<file path="config.mk">
export PLATFORM = sky130hd
export DESIGN_NAME = pixel_writer
export DESIGN_NICKNAME = d
export VERILOG_FILES = /design/src/rtl/pixel_writer_pkg.sv /design/src/rtl/pixel_writer_fifo.sv /design/src/rtl/pixel_writer.sv
export SDC_FILE = /design/constraint.sdc
export NUM_CORES = 1
export LEC_CHECK = 0
export BUFFER_PORTS_ARGS = -buffer_cell sky130_fd_sc_hd__buf_2
export CAP_MARGIN = 20
export CORE_ASPECT_RATIO = 1.25
export CORE_UTILIZATION = 45
export DETAILED_ROUTE_END_ITERATION = 6
export SYNTH_ARGS = -nofsm -noshare
export SYNTH_HDL_FRONTEND = slang
export SYNTH_SLANG_ARGS = --single-unit
</file>
<file path="constraint.sdc">
create_clock -name clk -period 4.2 [get_ports clk]
set_input_delay 0.84 -clock clk [delete_from_list [all_inputs] [get_ports clk]]
set_output_delay 0.84 -clock clk [all_outputs]
set_load 0.05 [all_outputs]
</file>
<file path="src/rtl/pixel_writer_pkg.sv">
`default_nettype none
// ============================================================================
// Module   : pixel_writer_pkg
// Purpose  : Shared types and constants for the rasteriser pixel writer.
// Revision : 1.0  initial release
// ============================================================================
package pixel_writer_pkg;

    // Default screen geometry and datapath widths
    localparam int SCREEN_W_DEF = 640;
    localparam int SCREEN_H_DEF = 480;
    localparam int ADDR_W_DEF   = 19;
    localparam int COLOR_W_DEF  = 8;

    // Point as produced by the line drawer: x in the upper half, y in the lower
    typedef struct packed {
        logic signed [15:0] x;
        logic signed [15:0] y;
    } point2d_t;

    // One framebuffer write at the default widths
    typedef struct packed {
        logic [ADDR_W_DEF-1:0]  addr;
        logic [COLOR_W_DEF-1:0] color;
    } pixel_write_t;

    // Write FSM state encoding
    typedef logic [1:0] wr_state_t;
    localparam wr_state_t ST_IDLE  = 2'd0;
    localparam wr_state_t ST_WRITE = 2'd1;
    localparam wr_state_t ST_DONE  = 2'd2;

endpackage
`default_nettype wire

</file>
<file path="src/rtl/pixel_writer_fifo.sv">
`default_nettype none
// ============================================================================
// Module   : pixel_fifo
// Purpose  : Synchronous FIFO with a type parameter for the payload.
//            A push while full is accepted when a pop happens in the same cycle.
// Revision : 1.0  initial release
// ============================================================================
module pixel_fifo #(
    parameter int  DEPTH = 8,
    parameter type T     = logic [7:0]
) (
    input  logic                   clk,
    input  logic                   n_rst,
    input  logic                   push,
    input  logic                   pop,
    input  T                       din,
    output T                       head,
    output logic                   full,
    output logic                   empty,
    output logic [$clog2(DEPTH):0] count
);

    localparam int PW = $clog2(DEPTH);

    T           mem [DEPTH];
    logic [PW:0] wr_ptr;
    logic [PW:0] rd_ptr;
    logic        do_push;
    logic        do_pop;

    assign do_pop  = pop & ~empty;
    assign do_push = push & (~full | do_pop);

    // Extra pointer bit distinguishes full from empty when indices match
    assign count = wr_ptr - rd_ptr;
    assign empty = (wr_ptr == rd_ptr);
    assign full  = (wr_ptr[PW] != rd_ptr[PW]) && (wr_ptr[PW-1:0] == rd_ptr[PW-1:0]);
    assign head  = mem[rd_ptr[PW-1:0]];

    // Storage array; contents are don't-care until written
    always_ff @(posedge clk) begin
        if (do_push) begin
            mem[wr_ptr[PW-1:0]] <= din;
        end
    end

    // Read and write pointers
    always_ff @(posedge clk or negedge n_rst) begin
        if (!n_rst) begin
            wr_ptr <= '0;
            rd_ptr <= '0;
        end else begin
            if (do_push) wr_ptr <= wr_ptr + 1'b1;
            if (do_pop)  rd_ptr <= rd_ptr + 1'b1;
        end
    end

endmodule
`default_nettype wire

</file>
<file path="src/rtl/pixel_writer.sv">
`default_nettype none
// ============================================================================
// Module   : pixel_writer
// Purpose  : Clips line-drawer pixels to the screen, converts them to linear
//            framebuffer addresses, queues them and writes them over a
//            req/ack port. Pulses flush_done when a finished line is committed.
// Revision : 1.0  initial release
// ============================================================================
module pixel_writer
    import pixel_writer_pkg::*;
#(
    parameter int SCREEN_W   = SCREEN_W_DEF,
    parameter int SCREEN_H   = SCREEN_H_DEF,
    parameter int FIFO_DEPTH = 8,
    parameter int ADDR_W     = ADDR_W_DEF,
    parameter int COLOR_W    = COLOR_W_DEF
) (
    input  logic               clk,
    input  logic               n_rst,
    input  logic               plot,
    input  logic [31:0]        point,
    input  logic [COLOR_W-1:0] color,
    input  logic               line_done,
    input  logic               clear_status,
    output logic [ADDR_W-1:0]  mem_addr,
    output logic [COLOR_W-1:0] mem_wdata,
    output logic               mem_we,
    input  logic               mem_ack,
    output logic               busy,
    output logic               flush_done,
    output logic               overflow,
    output logic [15:0]        clip_count
);

    localparam int CNT_W = $clog2(FIFO_DEPTH) + 1;

    typedef struct packed {
        logic [ADDR_W-1:0]  addr;
        logic [COLOR_W-1:0] color;
    } pix_entry_t;

    point2d_t            s1_point;
    logic [COLOR_W-1:0]  s1_color;
    logic                s1_valid;
    logic                clipped;
    logic                pix_ok;
    logic [ADDR_W-1:0]   pix_addr;
    pix_entry_t          push_entry;
    pix_entry_t          fifo_head;
    logic                fifo_push;
    logic                fifo_pop;
    logic                fifo_full;
    logic                fifo_empty;
    logic [CNT_W-1:0]    fifo_count;
    wr_state_t           state;
    wr_state_t           state_nx;
    logic                flush_pending;

    // Input stage: capture the pixel on a plot strobe
    always_ff @(posedge clk or negedge n_rst) begin
        if (!n_rst) begin
            s1_valid <= 1'b0;
            s1_point <= '0;
            s1_color <= '0;
        end else begin
            s1_valid <= plot;
            if (plot) begin
                s1_point <= point;
                s1_color <= color;
            end
        end
    end

    // Off-screen test; sign bits catch the negative coordinates
    assign clipped = s1_point.x[15] | s1_point.y[15]
                   | (int'(s1_point.x) >= SCREEN_W)
                   | (int'(s1_point.y) >= SCREEN_H);
    assign pix_ok  = s1_valid & ~clipped;

    // Only meaningful for on-screen pixels, so unsigned operands are safe
    assign pix_addr = ADDR_W'($unsigned(s1_point.y)) * ADDR_W'(SCREEN_W)
                    + ADDR_W'($unsigned(s1_point.x));

    assign push_entry.addr  = pix_addr;
    assign push_entry.color = s1_color;
    assign fifo_push        = pix_ok & (~fifo_full | fifo_pop);

    pixel_fifo #(
        .DEPTH (FIFO_DEPTH),
        .T     (pix_entry_t)
    ) u_fifo (
        .clk   (clk),
        .n_rst (n_rst),
        .push  (fifo_push),
        .pop   (fifo_pop),
        .din   (push_entry),
        .head  (fifo_head),
        .full  (fifo_full),
        .empty (fifo_empty),
        .count (fifo_count)
    );

    // Write FSM next state and pop decision; queued pixels win over DONE
    always_comb begin
        state_nx = state;
        fifo_pop = 1'b0;
        case (state)
            ST_IDLE: begin
                if (!fifo_empty) begin
                    state_nx = ST_WRITE;
                    fifo_pop = 1'b1;
                end else if (flush_pending && !s1_valid) begin
                    state_nx = ST_DONE;
                end
            end
            ST_WRITE: begin
                if (mem_ack) begin
                    if (!fifo_empty) begin
                        fifo_pop = 1'b1;
                    end else begin
                        state_nx = ST_IDLE;
                    end
                end
            end
            ST_DONE:  state_nx = ST_IDLE;
            default:  state_nx = ST_IDLE;
        endcase
    end

    // State and write-port registers; address/data only change on a pop
    always_ff @(posedge clk or negedge n_rst) begin
        if (!n_rst) begin
            state     <= ST_IDLE;
            mem_addr  <= '0;
            mem_wdata <= '0;
        end else begin
            state <= state_nx;
            if (fifo_pop) begin
                mem_addr  <= fifo_head.addr;
                mem_wdata <= fifo_head.color;
            end
        end
    end

    // Line-complete request; a new line_done beats the clear on DONE entry
    always_ff @(posedge clk or negedge n_rst) begin
        if (!n_rst) begin
            flush_pending <= 1'b0;
        end else if (line_done) begin
            flush_pending <= 1'b1;
        end else if ((state == ST_IDLE) && (state_nx == ST_DONE)) begin
            flush_pending <= 1'b0;
        end
    end

    // Sticky overflow and saturating clip counter; clear has priority
    always_ff @(posedge clk or negedge n_rst) begin
        if (!n_rst) begin
            overflow   <= 1'b0;
            clip_count <= '0;
        end else if (clear_status) begin
            overflow   <= 1'b0;
            clip_count <= '0;
        end else begin
            if (pix_ok && fifo_full && !fifo_pop) begin
                overflow <= 1'b1;
            end
            if (s1_valid && clipped && (clip_count != 16'hFFFF)) begin
                clip_count <= clip_count + 16'd1;
            end
        end
    end

    assign mem_we     = (state == ST_WRITE);
    assign flush_done = (state == ST_DONE);
    assign busy       = s1_valid | (fifo_count != '0) | (state != ST_IDLE);

endmodule
`default_nettype wire

</file>
==> impl_metrics.toml <==
[outcome]
status = "finished, final reports clean"

[floorplanning]
start_util_pct = 46.2
core_mm2 = 0.0279
fp.dieH_um = 191
io_pins = 93
die_x_um = 153
rows = 68
die_area_mm2 = 0.0293

[clock_tree]
cts_buffers = 31
root_buffer = "clkbuf_16"
clkSlewWorstSetupHoldPaths_ps = 60
cts.repair.resized = 0
cts_tree = "yes"
clk_latency_ps = 560
clock-sinks = 312
postCtsSetupRepairBufs = 0
htree_levels = 1
clock_path_buffers = 3
cts_hold_buffers = 0

[timing]
skew_ps = 15.4
slew_headroom_pct = 34.1
period_share_pct = 77.8
hold_ws_ps = 339
fmax_mhz = 306
hold_viol = 0
fin_crit_ps = 3270
setup_viol = 0
maxSlewViolCount = 0
rsz0062_at_grt = "no"
setup_tns_ps = 0
worst_pin_slew_ps = 988

[yosys]
seq_area_frac_synth_pct = 69.0
yosysTopAreaCell = "edfxtp_1"
ys_types = 51
synth_top_family_by_area = "multiplexers"
synth_edf_count = 216
synth_top_area_share_pct = 50.3
synth_compound_area_share_pct = 3.87
synthesis.nets = 874
yosys.area_share.simple_pct = 6.92
syn_avg_cell_area_um2 = 16.2
synth-seq-cells = 312
synthArstFlopShare_pct = 30.8
synth.area.mux_share_pct = 12.9
synth_area_leaders = "edfxtp_1 50%, dfrtp_1 19%, mux4_2 9.4%"
synth_xor_area_share_pct = 2.28
postSynthCellCount = 793
syn-cell-area_mm2 = 0.0129
synth_fa_ha_area_share_pct = 3.51
synth_flop_cell = "edfxtp_1"
yosysWarnings = 0

[global_routing]
grt_max_degree = 57
gr-usage-all-layers_pct = 18.2
grt_pass1_vias = 7060
gr-total-overflow = 0
grt_pass1_wl_um = 40500
antenna_found_initial = 0

[placement]
dpl.hpwl_um = 15800
io_buffers = 92
place_congestion = 0.765

[detailed_routing]
drc = 0
vias = 6989
ant_nets = 0
vias_per_cell = 5.44
route.detailed.wl_per_inst_um = 19.9
drtIter0Drc = 310
drt_wl_total_um = 25600
dr.pass1.iters = 7

[final_layout]
drive_gt1_share_pct = 29.2
syn_to_final_growth_pct = 16.2
num_antenna_cells = 0
fin_util_pct = 53.7
fin_nets = 990

[setup_path]
r2r-end = "u_fifo.mem[4][25]$_DFFE_PP_"
worstRegToRegCells = 11
worstPathRequired_ps = 4480
cp_max_fo = 8
end_kind = "flop"
r2r_setup_slack_ps = 930
cp-start-kind = "flop"
path_class = "flop to flop"
arrival_ps = 3550
reg2reg_from = "s1_point[5]$_DFFE_PN0P_"

[power_and_ir_drop]
vdd_drop_max_mv = 0.385
power.switching_uw = 3020
power.internal_uw = 6520
powerDensity_mw_per_mm2 = 637
clock_power_share_pct = 30.0
seqPwrFrac_pct = 41.6
combinationalPowerShare_pct = 28.4
leakage_uw = 0.00557
netSwitchingFraction_pct = 31.7

[flow_run]
maxCapViolations = 0

[hold_path]
hold_class = "input port to async pin"
critical path, stage by stage (launching register included):
cell     delay (ps)
dfrtp_1         420
ha_1            310
ha_1            360
and3_1          190
a221o_1         340
nor2_1          120
xnor2_1         100
ha_1            340
nand2_1          70
o21ai_0         160
nand3_1         110
xnor2_1         480
cells by family (layout without fill, tap and decap cells):
| kind of cell | count (synthesis) | count (layout) |
|---|---|---|
| adder cells (fa/ha/maj) | 35 | 35 |
| buffers and inverters | 49 | 190 |
| XOR/XNOR | 32 | 32 |
| AND/OR/NAND/NOR | 187 | 187 |
| flip-flops | 312 | 312 |
| AO/OA/AOI/OAI | 84 | 84 |
| multiplexers | 94 | 94 |
placed cells by master (no fill, tap or decap), types with 5 or more instances in the layout:
cell type / synthesis / routed
mux4_2: 54 / 54
a21oi_1: 19 / 19
clkinv_1: 0 / 6
bufinv_16: 0 / 5
buf_4: 0 / 21
dfrtp_1: 96 / 94
nor3_1: 7 / 5
inv_1: 17 / 17
xnor2_1: 26 / 26
xor2_1: 5 / 5
clkinv_2: 0 / 6
clkbuf_8: 0 / 5
nand2_1: 75 / 75
buf_2: 8 / 91
and3_1: 5 / 5
edfxtp_1: 216 / 216
clkbuf_16: 0 / 31
ha_1: 33 / 33
a31oi_1: 28 / 28
nand3_1: 7 / 7
nor2_1: 53 / 46
o21ai_0: 22 / 22
mux2_2: 39 / 39
or3_1: 7 / 7
nor2_2: 0 / 6
routing by layer:
layer,vias up,GRT usage [%],wire (um)
met1,3557,23.0,11000
met5,-,0,0
met4,0,4.38,351
met3,25,2.88,1110
li1,3271,-,-
met2,136,32.7,13100
how the worst max path moves through the flow:
stage,start,end
global placement,s1_point[5]$_DFFE_PN0P_,u_fifo.mem[4][25]$_DFFE_PP_
detailed placement,s1_point[5]$_DFFE_PN0P_,u_fifo.mem[5][25]$_DFFE_PP_
floorplan,u_fifo.rd_ptr[2]$_DFFE_PN0P_,u_fifo.mem[0][0]$_DFFE_PP_
CTS,s1_point[5]$_DFFE_PN0P_,u_fifo.mem[4][25]$_DFFE_PP_
global route,s1_point[2]$_DFFE_PN0P_,u_fifo.mem[4][24]$_DFFE_PP_
finish,s1_point[5]$_DFFE_PN0P_,u_fifo.mem[4][25]$_DFFE_PP_
stage by stage:
step           cells  area (um^2)  worst slack, ps  power, uW
2_1_floorplan    793        12900              110       6080
3_3_place_gp    1226        13900             1030       6760
3_5_place_dp    1226        13900              972       6790
4_1_cts         1284        15000              943       9670
5_1_grt         1284        15000              721      10000
6_report        1284        15000              931       9550
cell usage after synthesis (5+ instances only):
library cell	count
buf_2	8
mux4_2	54
dfrtp_1	96
and3_1	5
clkbuf_1	21
or3_1	7
nand3_1	7
nor3_1	7
a21oi_1	19
mux2_2	39
o21ai_0	22
edfxtp_1	216
a31oi_1	28
inv_1	17
nand2_1	75
nor2_1	53
xor2_1	5
ha_1	33
xnor2_1	26
area by class of cell:
cell class              instances  area [um^2]
multi-input cells             432         3840
clock inverters                19          219
inverters                      17         63.8
repair buffers                115          673
flip-flops and latches        312         8890
clock buffers                  39          856
well taps                     350          438
fillers                      2289        12900
power groups by stage:
stage | sequential [uW] | clock, uW | combinational [uW]
detailed placement | 4040 | 0 | 2740
global route | 4010 | 3040 | 2960
global placement | 4030 | 0 | 2730
floorplan | 4420 | 0 | 1660
finish | 3970 | 2860 | 2710
CTS | 3980 | 2930 | 2760
registers in the layout (all words and copies together) (netlist names):
register       cells
u_fifo.rd_ptr      4
u_fifo.mem       216
clip_count        16
s1_point          32
mem_addr          19
u_fifo.wr_ptr      4
s1_color           8
flush_pending      1
mem_wdata          8
s1_valid           1
state              2
overflow           1
No activity file was read; power rests on OpenSTA's default activity.
